## config.mk

```make
export PLATFORM = sky130hd
export DESIGN_NAME = dmem_arbiter
export DESIGN_NICKNAME = d
export VERILOG_FILES = /design/src/rtl/dmem_arbiter.sv
export SDC_FILE = /design/constraint.sdc
export NUM_CORES = 1
export LEC_CHECK = 0
export ABC_AREA = 0
export CAP_MARGIN = 25
export CORE_AREA = 4 4 116 118
export DETAILED_ROUTE_END_ITERATION = 10
export DIE_AREA = 0 0 120 122
export DONT_BUFFER_PORTS = 1
export GPL_TIMING_DRIVEN = 0
export PLACE_DENSITY_LB_ADDON = 0.3
export REMOVE_ABC_BUFFERS = 1
export SYNTH_ARGS = -nofsm -noshare
export SYNTH_HDL_FRONTEND = slang
export SYNTH_SLANG_ARGS = --single-unit
```

## constraint.sdc

```tcl
create_clock -name clk_i -period 8.8 [get_ports clk_i]
set_input_delay 0.88 -clock clk_i [delete_from_list [all_inputs] [get_ports clk_i]]
set_output_delay 0.88 -clock clk_i [all_outputs]
set_load 0.02 [all_outputs]
```

## src/rtl/dmem_arbiter.sv

```systemverilog
// ---------------------------------------------------------------------------
// dmem_arbiter
//   Shares one single-port data memory between the CPU execute stage (cpu_*)
//   and a debug/loader port (dbg_*). Each requester uses a req/gnt handshake.
//   Reads return data with a one-cycle rvalid pulse. The memory has registered
//   read data, so rdata is valid the cycle after the read strobe is sampled.
//
//   FSM: IDLE -> ISSUE -> (write) IDLE
//                       -> (read)  RESP -> IDLE
//   A request is latched when it is accepted in IDLE. Strobes, gnt and rvalid
//   are registered and high for exactly one cycle per transaction.
//
//   Configuration macro:
//     DMEM_ARB_RR_EN  defined   : round-robin between cpu and dbg when both
//                                 request (last_winner resets to DBG).
//                     undefined : fixed priority, CPU wins.
//
// Ports
//   clk_i, rst_i            clock, asynchronous active-high reset
//   cpu_req_i/we_i/addr_i/wdata_i    CPU request (held until cpu_gnt_o)
//   cpu_gnt_o, cpu_rvalid_o, cpu_rdata_o   CPU grant pulse, read response
//   dbg_*                   same as cpu_* for the debug/loader port
//   mem_read_o, mem_write_o, mem_addr_o, mem_wdata_o   registered memory drive
//   mem_rdata_i             memory read data (one cycle after read strobe)
//   busy_o                  high whenever the FSM is not in IDLE
// ---------------------------------------------------------------------------
module dmem_arbiter #(
  parameter int AW = 32,
  parameter int DW = 32
) (
  input  logic          clk_i,
  input  logic          rst_i,
  input  logic          cpu_req_i,
  input  logic          cpu_we_i,
  input  logic [AW-1:0] cpu_addr_i,
  input  logic [DW-1:0] cpu_wdata_i,
  output logic          cpu_gnt_o,
  output logic          cpu_rvalid_o,
  output logic [DW-1:0] cpu_rdata_o,
  input  logic          dbg_req_i,
  input  logic          dbg_we_i,
  input  logic [AW-1:0] dbg_addr_i,
  input  logic [DW-1:0] dbg_wdata_i,
  output logic          dbg_gnt_o,
  output logic          dbg_rvalid_o,
  output logic [DW-1:0] dbg_rdata_o,
  output logic          mem_read_o,
  output logic          mem_write_o,
  output logic [AW-1:0] mem_addr_o,
  output logic [DW-1:0] mem_wdata_o,
  input  logic [DW-1:0] mem_rdata_i,
  output logic          busy_o
);

  typedef enum logic [1:0] {
    IDLE  = 2'd0,
    ISSUE = 2'd1,
    RESP  = 2'd2
  } state_e;

  state_e          state_q, state_d;
  logic            win_dbg_q, win_dbg_d;   // winner of the in-flight op: 1=dbg
  logic            we_q, we_d;             // latched direction of in-flight op
  logic [AW-1:0]   mem_addr_q, mem_addr_d;
  logic [DW-1:0]   mem_wdata_q, mem_wdata_d;
  logic            mem_read_q, mem_read_d;
  logic            mem_write_q, mem_write_d;
  logic            cpu_gnt_q, cpu_gnt_d;
  logic            dbg_gnt_q, dbg_gnt_d;
  logic            cpu_rvalid_q, cpu_rvalid_d;
  logic            dbg_rvalid_q, dbg_rvalid_d;
  logic [DW-1:0]   cpu_rdata_q, cpu_rdata_d;
  logic [DW-1:0]   dbg_rdata_q, dbg_rdata_d;
  logic            pick_dbg;

`ifdef DMEM_ARB_RR_EN
  logic            last_dbg_q, last_dbg_d; // last winner: 1=dbg, 0=cpu

  // Both requesting: grant whoever did not win last time.
  always_comb begin
    pick_dbg = dbg_req_i && (!cpu_req_i || !last_dbg_q);
  end
`else
  // Fixed priority: dbg only wins when the CPU is not requesting.
  always_comb begin
    pick_dbg = dbg_req_i && !cpu_req_i;
  end
`endif

  // NOTE: every variable gets a default at the top of the combinational block
  // so that no path through the case statement leaves it unassigned (latch).
  always_comb begin
    state_d      = state_q;
    win_dbg_d    = win_dbg_q;
    we_d         = we_q;
    mem_addr_d   = mem_addr_q;
    mem_wdata_d  = mem_wdata_q;
    mem_read_d   = 1'b0;
    mem_write_d  = 1'b0;
    cpu_gnt_d    = 1'b0;
    dbg_gnt_d    = 1'b0;
    cpu_rvalid_d = 1'b0;
    dbg_rvalid_d = 1'b0;
    cpu_rdata_d  = cpu_rdata_q;
    dbg_rdata_d  = dbg_rdata_q;
`ifdef DMEM_ARB_RR_EN
    last_dbg_d   = last_dbg_q;
`endif

    unique case (state_q)
      IDLE: begin
        if (cpu_req_i || dbg_req_i) begin
          // Latch the winner's request; the registered strobes/gnt then
          // become visible during the ISSUE cycle.
          win_dbg_d   = pick_dbg;
          we_d        = pick_dbg ? dbg_we_i    : cpu_we_i;
          mem_addr_d  = pick_dbg ? dbg_addr_i  : cpu_addr_i;
          mem_wdata_d = pick_dbg ? dbg_wdata_i : cpu_wdata_i;
          mem_write_d = we_d;
          mem_read_d  = !we_d;
          cpu_gnt_d   = !pick_dbg;
          dbg_gnt_d   = pick_dbg;
`ifdef DMEM_ARB_RR_EN
          last_dbg_d  = pick_dbg;
`endif
          state_d     = ISSUE;
        end
      end
      ISSUE: begin
        state_d = we_q ? IDLE : RESP;
      end
      RESP: begin
        // Memory read data is valid now; capture it at the closing edge and
        // raise the winner's rvalid for the following (IDLE) cycle.
        if (win_dbg_q) begin
          dbg_rdata_d  = mem_rdata_i;
          dbg_rvalid_d = 1'b1;
        end else begin
          cpu_rdata_d  = mem_rdata_i;
          cpu_rvalid_d = 1'b1;
        end
        state_d = IDLE;
      end
      default: begin
        state_d = IDLE;
      end
    endcase
  end

  // NOTE: sequential state uses non-blocking assignments so every register
  // samples the pre-edge value of every other register.
  always_ff @(posedge clk_i or posedge rst_i) begin
    if (rst_i) begin
      state_q      <= IDLE;
      win_dbg_q    <= 1'b0;
      we_q         <= 1'b0;
      mem_addr_q   <= '0;
      mem_wdata_q  <= '0;
      mem_read_q   <= 1'b0;
      mem_write_q  <= 1'b0;
      cpu_gnt_q    <= 1'b0;
      dbg_gnt_q    <= 1'b0;
      cpu_rvalid_q <= 1'b0;
      dbg_rvalid_q <= 1'b0;
      cpu_rdata_q  <= '0;
      dbg_rdata_q  <= '0;
`ifdef DMEM_ARB_RR_EN
      last_dbg_q   <= 1'b1;
`endif
    end else begin
      state_q      <= state_d;
      win_dbg_q    <= win_dbg_d;
      we_q         <= we_d;
      mem_addr_q   <= mem_addr_d;
      mem_wdata_q  <= mem_wdata_d;
      mem_read_q   <= mem_read_d;
      mem_write_q  <= mem_write_d;
      cpu_gnt_q    <= cpu_gnt_d;
      dbg_gnt_q    <= dbg_gnt_d;
      cpu_rvalid_q <= cpu_rvalid_d;
      dbg_rvalid_q <= dbg_rvalid_d;
      cpu_rdata_q  <= cpu_rdata_d;
      dbg_rdata_q  <= dbg_rdata_d;
`ifdef DMEM_ARB_RR_EN
      last_dbg_q   <= last_dbg_d;
`endif
    end
  end

  assign cpu_gnt_o    = cpu_gnt_q;
  assign cpu_rvalid_o = cpu_rvalid_q;
  assign cpu_rdata_o  = cpu_rdata_q;
  assign dbg_gnt_o    = dbg_gnt_q;
  assign dbg_rvalid_o = dbg_rvalid_q;
  assign dbg_rdata_o  = dbg_rdata_q;
  assign mem_read_o   = mem_read_q;
  assign mem_write_o  = mem_write_q;
  assign mem_addr_o   = mem_addr_q;
  assign mem_wdata_o  = mem_wdata_q;
  assign busy_o       = (state_q != IDLE);

endmodule

```

# --- After elaboration in Yosys (flattened, before gate mapping) ---
# Cells that the tools add are included.
op_classes:
  n_eq_ne: 3
  n_mux: 18
  n_bitwise: 1
  reduce_logical: 10
ops:
  columns: ["op", "n"]
  rows:
  - ["two-way mux 32 bit", 2]
  - ["two-way mux 1 bit", 13]
  - ["AND reduction 2 bit", 3]
  - ["two-way mux 2 bit", 2]
  - ["case mux 2 bit (2 select lines)", 1]
  - ["zero test 1 bit", 3]
  - ["equality test 2 x 1 -> 1 bit, second input constant", 1]
  - ["equality test 2 bit, second input constant", 1]
  - ["zero test 2 bit", 1]
  - ["!= test 2 bit, second input constant", 1]
  - ["nonzero test 2 bit", 1]
  - ["logical AND 1 bit", 1]
  - ["logical OR 1 bit", 1]
  - ["inverter 1 bit", 1]
totals:
  ff_bits: 138
  inputBits: 166
  output_inout_bits: 135
  elab_cells: 45

# --- Logic depth before layout (Yosys ltp) ---
# Gate-level depths: netlist (run 1).
logic_depth:
  word_depth: 6
  ltp_mapped: 5
  depth_no_buf: 3

# --- Worst setup path after synthesis (run 1) ---
# No wires, ideal clock.
synth_timing:
  path_type: "input -> register"
  startpoint: "input cpu_req_i"
  endpoint: "register mem_addr_q[0] (netlist: mem_addr_o[0])"
  setup_ps: 125
  arrival_ps: 1820
  required_ps: 8675
  path_slack_ps: 6855
  stages: 5
  path_buffers: 2
  cell_sequence: "nand2b_4 buf_6 buf_6 mux2_1 mux2_2"
synth_between:
  elab_chain_len: 3
  word_cells_on_any_way: 5
  classes_between: "mux: 1; reduce/logical: 4"
synth_lines:
  columns: ["item", "line_no", "source"]
  rows:
  - ["from (decl)", "33", "input logic cpu_req_i,"]
  - ["zero test 1 bit", "86", "pick_dbg = dbg_req_i && !cpu_req_i;"]
  - ["logical AND 1 bit", "86", null]
  - ["two-way mux 32 bit", "117", "mem_addr_d = pick_dbg ? dbg_addr_i : cpu_addr_i;"]
  - ["to (signal assigned)", "174", "mem_addr_q <= mem_addr_d;"]
  - ["to (decl)", "64", "logic [AW-1:0] mem_addr_q, mem_addr_d;"]
# Several ways; a longest one is shown, not always the timed one.
# A chain may end at the register's enable or synchronous reset.

# --- Final worst setup path (run 1) ---
layout_timing:
  startpoint: "register state_q[0]"
  endpoint: "output busy_o"
layout_between:
  elab_chain_len: 1
layout_lines:
  columns: ["item", "line_no", "source"]
  rows:
  - ["from (decl)", "61", "state_e state_q, state_d;"]
  - ["from (signal assigned)", "171", "state_q <= state_d;"]
  - ["nonzero test 2 bit", "200", "assign busy_o = (state_q != IDLE);"]
  - ["to (decl)", "52", "output logic busy_o"]
# Every way passes these cells.

==> results of run 1 <==
worst max-delay path: stages (launching register included):
cell	delay (ps)
sky130_fd_sc_hd__dfrtp_1	420
sky130_fd_sc_hd__nor2_1	270
sky130_fd_sc_hd__inv_1	200
flip-flops by register name, summed over array words and instances (netlist names), 2 cells and up:
signal	count
mem_wdata_o	32
mem_addr_o	32
state_q	2
dbg_rdata_o	32
cpu_rdata_o	32
layer usage:
metal / track usage, % / vias to the layer above
met2: 30.6 / 186
met3: 9.61 / 19
li1: - / 1316
met4: 7.23 / 0
met5: 0 / -
met1: 17.1 / 1503
logic make-up after synthesis:
group | Yosys count | synth area share (%)
AO/OA/AOI/OAI | 2 | 0.213
buffers and inverters | 24 | 2.74
flip-flops | 138 | 58.7
multiplexers | 194 | 37.1
AND/OR/NAND/NOR | 10 | 1.21
metrics by stage:
stage	area, sq um	utilization, %	power (mW)
6_report	6710	53.8	2.93
5_1_grt	6710	53.8	3.08
4_1_cts	6710	53.8	2.97
3_5_place_dp	6080	48.8	2.22
3_3_place_gp	5950	47.7	2.18
2_1_floorplan	5730	-	2.01
power breakdown:
| group | switching (mW) | total [mW] | internal, mW |
|---|---|---|---|
| combinational | 0.217 | 0.588 | 0.371 |
| clock | 0.252 | 0.741 | 0.489 |
| sequential | 0.644 | 1.60 | 0.955 |
| total | 1.11 | 2.93 | 1.81 |
path summary, 6_finish.rpt:
check                            from              to  slack, ps  cells after the start
min in group clk_i               we_q      state_q[1]        420                      1
setup / recovery           state_q[0]          busy_o       6620                      2
max in group asynchronous       rst_i      mem_read_o       7640                      2
setup reg to reg           state_q[0]  mem_addr_o[27]       6730                      3
hold / removal                  rst_i  dbg_rdata_o[8]        410                      1
hold reg to reg                  we_q      state_q[1]        420                      1
final cells by class:
| type | count | area [sq um] |
|---|---|---|
| Inverter | 4 | 20.0 |
| Multi-Input combinational cell | 206 | 2280 |
| Clock buffer | 21 | 460 |
| Timing Repair Buffer | 5 | 113 |
| Clock inverter | 11 | 168 |
| Tap cell | 172 | 215 |
| Sequential cell | 138 | 3450 |
| Fill cell | 1014 | 5760 |
Yosys cell counts:
cell | instances | area, sq um
sky130_fd_sc_hd__mux2_2 | 152 | 1710
sky130_fd_sc_hd__nor3b_1 | 1 | 7.51
sky130_fd_sc_hd__inv_1 | 4 | 15.0
sky130_fd_sc_hd__nand3b_1 | 1 | 7.51
sky130_fd_sc_hd__and2_1 | 2 | 12.5
sky130_fd_sc_hd__mux2_1 | 40 | 450
sky130_fd_sc_hd__a21oi_1 | 1 | 5.00
sky130_fd_sc_hd__buf_2 | 12 | 60.1
sky130_fd_sc_hd__nor3b_2 | 1 | 12.5
sky130_fd_sc_hd__nor2_1 | 3 | 11.3
sky130_fd_sc_hd__mux2i_1 | 2 | 20.0
sky130_fd_sc_hd__buf_4 | 1 | 7.51
sky130_fd_sc_hd__nand2b_4 | 1 | 13.8
sky130_fd_sc_hd__o21a_1 | 1 | 7.51
sky130_fd_sc_hd__dfrtp_1 | 138 | 3450
sky130_fd_sc_hd__nor2b_1 | 1 | 6.26
sky130_fd_sc_hd__buf_6 | 7 | 78.8
layout by cell type, fill, tap and decap left out:
cell                         count
sky130_fd_sc_hd__clkbuf_1        2
sky130_fd_sc_hd__clkbuf_16      17
sky130_fd_sc_hd__nand2b_4        1
sky130_fd_sc_hd__bufinv_16       4
sky130_fd_sc_hd__and2_1          2
sky130_fd_sc_hd__nand3b_1        1
sky130_fd_sc_hd__o21a_4          1
sky130_fd_sc_hd__nor3b_1         1
sky130_fd_sc_hd__nor3b_4         1
sky130_fd_sc_hd__buf_8           2
sky130_fd_sc_hd__mux2_1         40
sky130_fd_sc_hd__inv_6           2
sky130_fd_sc_hd__mux2i_1         2
sky130_fd_sc_hd__nor2_1          3
sky130_fd_sc_hd__clkinv_2        3
sky130_fd_sc_hd__a21oi_1         1
sky130_fd_sc_hd__clkinv_4        1
sky130_fd_sc_hd__inv_1           3
sky130_fd_sc_hd__clkbuf_8        2
sky130_fd_sc_hd__nor2b_1         1
sky130_fd_sc_hd__buf_16          3
sky130_fd_sc_hd__dfrtp_1       138
sky130_fd_sc_hd__mux2_2        152
sky130_fd_sc_hd__clkinvlp_4      2
==> impl_summary.log, run 1 <==
[metrics] run status: finished, final reports clean
[metrics] kind of start point of the critical path: flop
[metrics] Distinct cells, synth: 17
[metrics] Syn. warnings: 0
[metrics] number of placement rows: 41
[metrics] area growth from synthesis to layout: 14.1%
[metrics] peak clock frequency supported by timing: 460 MHz
[metrics] number of top-level pins: 301
[metrics] clock latency at the later pin of the worst-skew pair: 410 ps
[metrics] number of pins with negative max-slew slack in the final report: 0
[metrics] clock buffer depth: 2
[metrics] mean cell area of the mapped netlist: 16.0 sq um
[metrics] type of the worst setup path: reg2out
[metrics] DRC violation count after routing: 0
[metrics] number of search-and-repair iterations in the first detailed-routing pass: 3
[metrics] number of clock sinks: 138
[metrics] Global Route Usage Sum: 17.5%
[metrics] metal3 WL: 1610 microns
[metrics] Static Leakage: 2.83 nW
[metrics] Final WS setup: 6620 ps
[metrics] vias in the first global route: 3,351
[metrics] remaining antenna violation count: 0
[metrics] Post-Route WL: 12,800 microns
[metrics] Via density: 5.43
[metrics] number of buffers created by CTS: 17
[metrics] top routing layer in use: met4
[metrics] layout cells sized above 1: 49.6%
[metrics] pin count of the biggest net entering global routing: 73
[metrics] final worst hold slack: 411 ps
[metrics] overall overflow remaining after global route: 0
[metrics] total via count after detailed routing: 3,024
[metrics] Final Critical Period: 2180 ps
[metrics] endpoint arrival time on the critical path: 1300 ps
[metrics] number of H-tree levels: 4
[metrics] sum of negative setup slack: 0 ps
[metrics] Worst Tran Pin Value: 941 ps
[metrics] Port-buffer cells: 0
[metrics] endpoint required time on the critical path: 7920 ps
[metrics] Initial Util: 47.2%
[metrics] die boundary width: 120 microns
[metrics] headroom to the max-slew limit: 37.2%
[metrics] register area share after synthesis: 58.7%
[metrics] total met2 wirelength after detailed routing: 6910 microns
[metrics] cells resized by post-CTS repair: 0
[metrics] Worst Clk Skew: 7.07 ps
[metrics] number of antenna violations at the first check in global routing: 0
[metrics] final setup violation count: 0
[metrics] HPWL after DPL: 9830 microns
[metrics] core region area: 0.0125 sq mm
[metrics] Hold/Removal Path Class: in2async
[metrics] power density normalized to cell area: 436 mW/mm^2
[metrics] total setup buffers inserted after CTS: 0
[metrics] cell area after synthesis: 0.00588 sq mm
[metrics] Diodes inserted: 0
[metrics] height of the die: 122 microns
[metrics] final estimated routing congestion in global placement: 0.705
[metrics] detailed-routing wirelength on met1: 4100 microns
[metrics] register bit count reported by yosys: 138
[metrics] worst vdd rail ir drop: 0.235 mV
[metrics] total number of nets in the final design: 538
[metrics] RSZ-0062 raised after global routing: no
[metrics] Cells after Synth: 368
[metrics] placed cell count: 525
[metrics] Worst Setup Slack post-DPL: 6400 ps
[metrics] clk slew on worst S/H paths: 60 ps
[metrics] Root Buffer: sky130_fd_sc_hd__clkbuf_16
[metrics] DRT iter0 DRCs: 119
[metrics] Layout Cells excl Fill: 557
[metrics] kind of end point of the critical path: output pin
[metrics] routed wire length per instance: 23.0 microns
[metrics] first-pass GRT wire length: 19,000 microns
[metrics] cts-stage hold buffer count: 0
[metrics] max-cap violation count: 0
[metrics] maximum fanout along the worst path: 4
[metrics] Die Footprint: 0.0146 sq mm
[metrics] final hold viol count: 0
[metrics] ratio of final minimum period to clock period: 24.7%
[metrics] TritonCTS clock tree: done
Note: power is estimated with default switching activity, not from simulation.
==> run 2, diff against run 1 <==
--- a/config.mk
+++ b/config.mk
@@ -5,7 +5,7 @@
 export SDC_FILE = /design/constraint.sdc
 export NUM_CORES = 1
 export LEC_CHECK = 0
-export ABC_AREA = 0
+export ABC_AREA = 1
 export CAP_MARGIN = 25
 export CORE_AREA = 4 4 116 118
 export DETAILED_ROUTE_END_ITERATION = 10
==> constraint.sdc (replaced) <==
create_clock -name clk_i -period 2.05 [get_ports clk_i]
set_input_delay 0.205 -clock clk_i [delete_from_list [all_inputs] [get_ports clk_i]]
set_output_delay 0.205 -clock clk_i [all_outputs]
set_load 0.02 [all_outputs]
==> impl_summary.log, run 2 <==
[metrics] run status: finished, final reports clean
[metrics] dominant cells by area after synthesis: sky130_fd_sc_hd__dfrtp_1 (57%), sky130_fd_sc_hd__nand2_1 (24%), sky130_fd_sc_hd__nand3_1 (5.5%)
[metrics] filler cell count: 1,065
[metrics] layout cells sized above 1: 5.95%
[metrics] Worst Tran Pin Value: 780 ps
[metrics] TritonCTS clock tree: done
[metrics] first-pass GRT wire length: 26,300 microns
[metrics] mean cell area of the mapped netlist: 8.02 sq um
[metrics] critical-path cell with the highest stage delay: sky130_fd_sc_hd__nor2_4
[metrics] height of the die: 122 microns
[metrics] number of pins with negative max-slew slack in the final report: 0
[metrics] power density normalized to cell area: 1650 mW/mm^2
[metrics] commonest cells after routing, fill and taps aside: sky130_fd_sc_hd__nand2_1 (389), sky130_fd_sc_hd__dfrtp_1 (138), sky130_fd_sc_hd__nand3_1 (65), sky130_fd_sc_hd__dlygate4sd3_1 (60), sky130_fd_sc_hd__o21ai_0 (51)
[metrics] total via count after detailed routing: 5,093
[metrics] dominant cell type by area after synthesis: sky130_fd_sc_hd__dfrtp_1
[metrics] Via density: 5.20
[metrics] Primary FF master, synth: sky130_fd_sc_hd__dfrtp_1
[metrics] Layout Cells excl Fill: 979
[metrics] kind of end point of the critical path: flop
[metrics] vias in the first global route: 5,040
[metrics] DRT iter0 DRCs: 437
[metrics] Static Leakage: 3.96 nW
[metrics] max-cap violation count: 0
[metrics] ordered list of cells on the worst path: nor2_4 -> inv_2 -> nor2_4 -> buf_12 -> nand2_1 -> nand2_1
[metrics] DRC violation count after routing: 0
[metrics] worst vdd rail ir drop: 0.600 mV
[metrics] number of antenna violations at the first check in global routing: 0
[metrics] number of placement rows: 41
[metrics] RSZ-0062 raised after global routing: no
[metrics] Tot Pwr: 12.2 mW
[metrics] clock buffer depth: 2
[metrics] EDFF count, synth: 0
[metrics] Die Footprint: 0.0146 sq mm
[metrics] most frequent cell after synthesis: sky130_fd_sc_hd__nand2_1
[metrics] pin count of the biggest net entering global routing: 75
[metrics] Initial Util: 48.8%
[metrics] number of H-tree levels: 4
[metrics] number of buffers created by CTS: 17
[metrics] Final WS setup: 236 ps
[metrics] leading cell type in the layout, fill and taps excluded: sky130_fd_sc_hd__nand2_1
[metrics] peak clock frequency supported by timing: 551 MHz
[metrics] worst hold start: cpu_addr_i[6]
[metrics] number of top-level pins: 301
[metrics] share of flip-flops with an asynchronous set or reset after synthesis: 100%
[metrics] Root Buffer: sky130_fd_sc_hd__clkbuf_16
[metrics] Hold/Removal Path Class: in2reg
[metrics] HPWL after DPL: 11,100 microns
[metrics] Port-buffer cells: 0
[metrics] Cells after Synth: 759
[metrics] type of the worst setup path: reg2reg
[metrics] overall overflow remaining after global route: 0
[metrics] remaining antenna violation count: 0
[metrics] total setup buffers inserted after CTS: 0
[metrics] final worst hold slack: 14.7 ps
[metrics] Cell Area, Placed: 0.00616 sq mm
[metrics] cells resized by post-CTS repair: 0
[metrics] Worst Setup Slack post-DPL: -320 ps
[metrics] core region area: 0.0125 sq mm
[metrics] area of all placed cells without fillers: 0.00738 sq mm
[metrics] Syn. warnings: 0
[metrics] Final Critical Period: 1810 ps
[metrics] list of most frequent post-synthesis cells: sky130_fd_sc_hd__nand2_1 (390), sky130_fd_sc_hd__dfrtp_1 (138), sky130_fd_sc_hd__nand3_1 (67)
[metrics] area growth from synthesis to layout: 21.2%
[metrics] die boundary width: 120 microns
[metrics] Worst Clk Skew: 6.90 ps
[metrics] clk slew on worst S/H paths: 60 ps
[metrics] share of the synthesized area in the top cell type: 56.7%
[metrics] delay of the slowest cell on the worst path: 580 ps
[metrics] final setup violation count: 0
[metrics] ratio of final minimum period to clock period: 88.5%
[metrics] start point of the critical path: state_q[1]
[metrics] Distinct cells, synth: 18
[metrics] final hold viol count: 0
[metrics] maximum fanout along the worst path: 37
[metrics] routed wire length per instance: 17.0 microns
[metrics] number of search-and-repair iterations in the first detailed-routing pass: 5
[metrics] total number of nets in the final design: 961
[metrics] endpoint arrival time on the critical path: 2150 ps
[metrics] kind of start point of the critical path: flop
[metrics] placed cell count: 887
[metrics] register area share after synthesis: 56.7%
[metrics] final estimated routing congestion in global placement: 0.766
[metrics] sum of negative setup slack: 0 ps
[metrics] number of clock sinks: 138
[metrics] Post-Route WL: 16,600 microns
[metrics] headroom to the max-slew limit: 47.8%
[metrics] share of the core filled with cells: 59.2%
[metrics] endpoint required time on the critical path: 2380 ps
[metrics] worst flop-to-flop path startpoint: state_q[1]
[metrics] register bit count reported by yosys: 138
[metrics] cell area after synthesis: 0.00609 sq mm
[metrics] clock latency at the later pin of the worst-skew pair: 400 ps
[metrics] Diodes inserted: 0
[metrics] Global Route Usage Sum: 22.6%
run 2: changes by cell type in the layout (fill, tap and decap cells not counted), sizes merged, moves of 2 or more:
cell and change:
mux2i -2, dlygate4sd3 +60, nand2 +390, clkinvlp +2
buf +2, o21ai +65, inv +38, nand3 +67
clkbuf -4, mux2 -192, nor2 +4, nor3b -2
and2 -2
run 2: worst max-delay path: cells and delay by family (launching register included):
| family | cells | cell delay, ps |
|---|---|---|
| and+or+nand+nor | 4 | 890 |
| buffers and inverters | 2 | 390 |
| DFF | 1 | 450 |
run 2: final cells by class:
cell class | count | area (sq um) | share of cell area [%]
multi-input combinational | 531 | 2200 | 29.9
sequential | 138 | 3450 | 46.8
inverter | 40 | 155 | 2.10
clock inverter | 14 | 170 | 2.31
clock buffer | 17 | 425 | 5.77
timing repair buffer | 67 | 756 | 10.2
tap | 172 | 215 | 2.92
run 2: cells by family after synthesis:
kind of cell	count (synthesis)	synth area share, %
AOI/OAI and AO/OA	66	5.49
and+or+nand+nor	465	30.4
buffers and inverters	90	7.40
DFF	138	56.7
run 2: path summary, 6_finish.rpt:
check                                 end  slack (ps)  cells past startpoint
max                        mem_addr_o[11]         240                      6
max reg2reg                mem_addr_o[11]         240                      6
max in group asynchronous  mem_wdata_o[3]         920                      3
min in group asynchronous  dbg_rdata_o[3]         370                      2
min reg2reg                    state_q[1]         430                      1
min                         mem_addr_o[6]          10                      4
run 2: power breakdown:
part,total [mW],internal (mW),switching [mW]
sequential,6.67,4.01,2.66
combinational,2.42,0.907,1.51
clock,3.07,1.91,1.16
run 2: layer usage:
layer  GRT usage [%]  vias up  wire (microns)
li1                -     2423               -
met1            26.9     2368            6200
met2            38.5      282            8490
met3            8.08       20            1690
met4            7.02        0             272
met5               0        -               0
run 2: timing repair:
item,CTS,global route
setup endpoints to repair,0,0
endpoints found under the hold margin,148,1
hold buffers,59,1
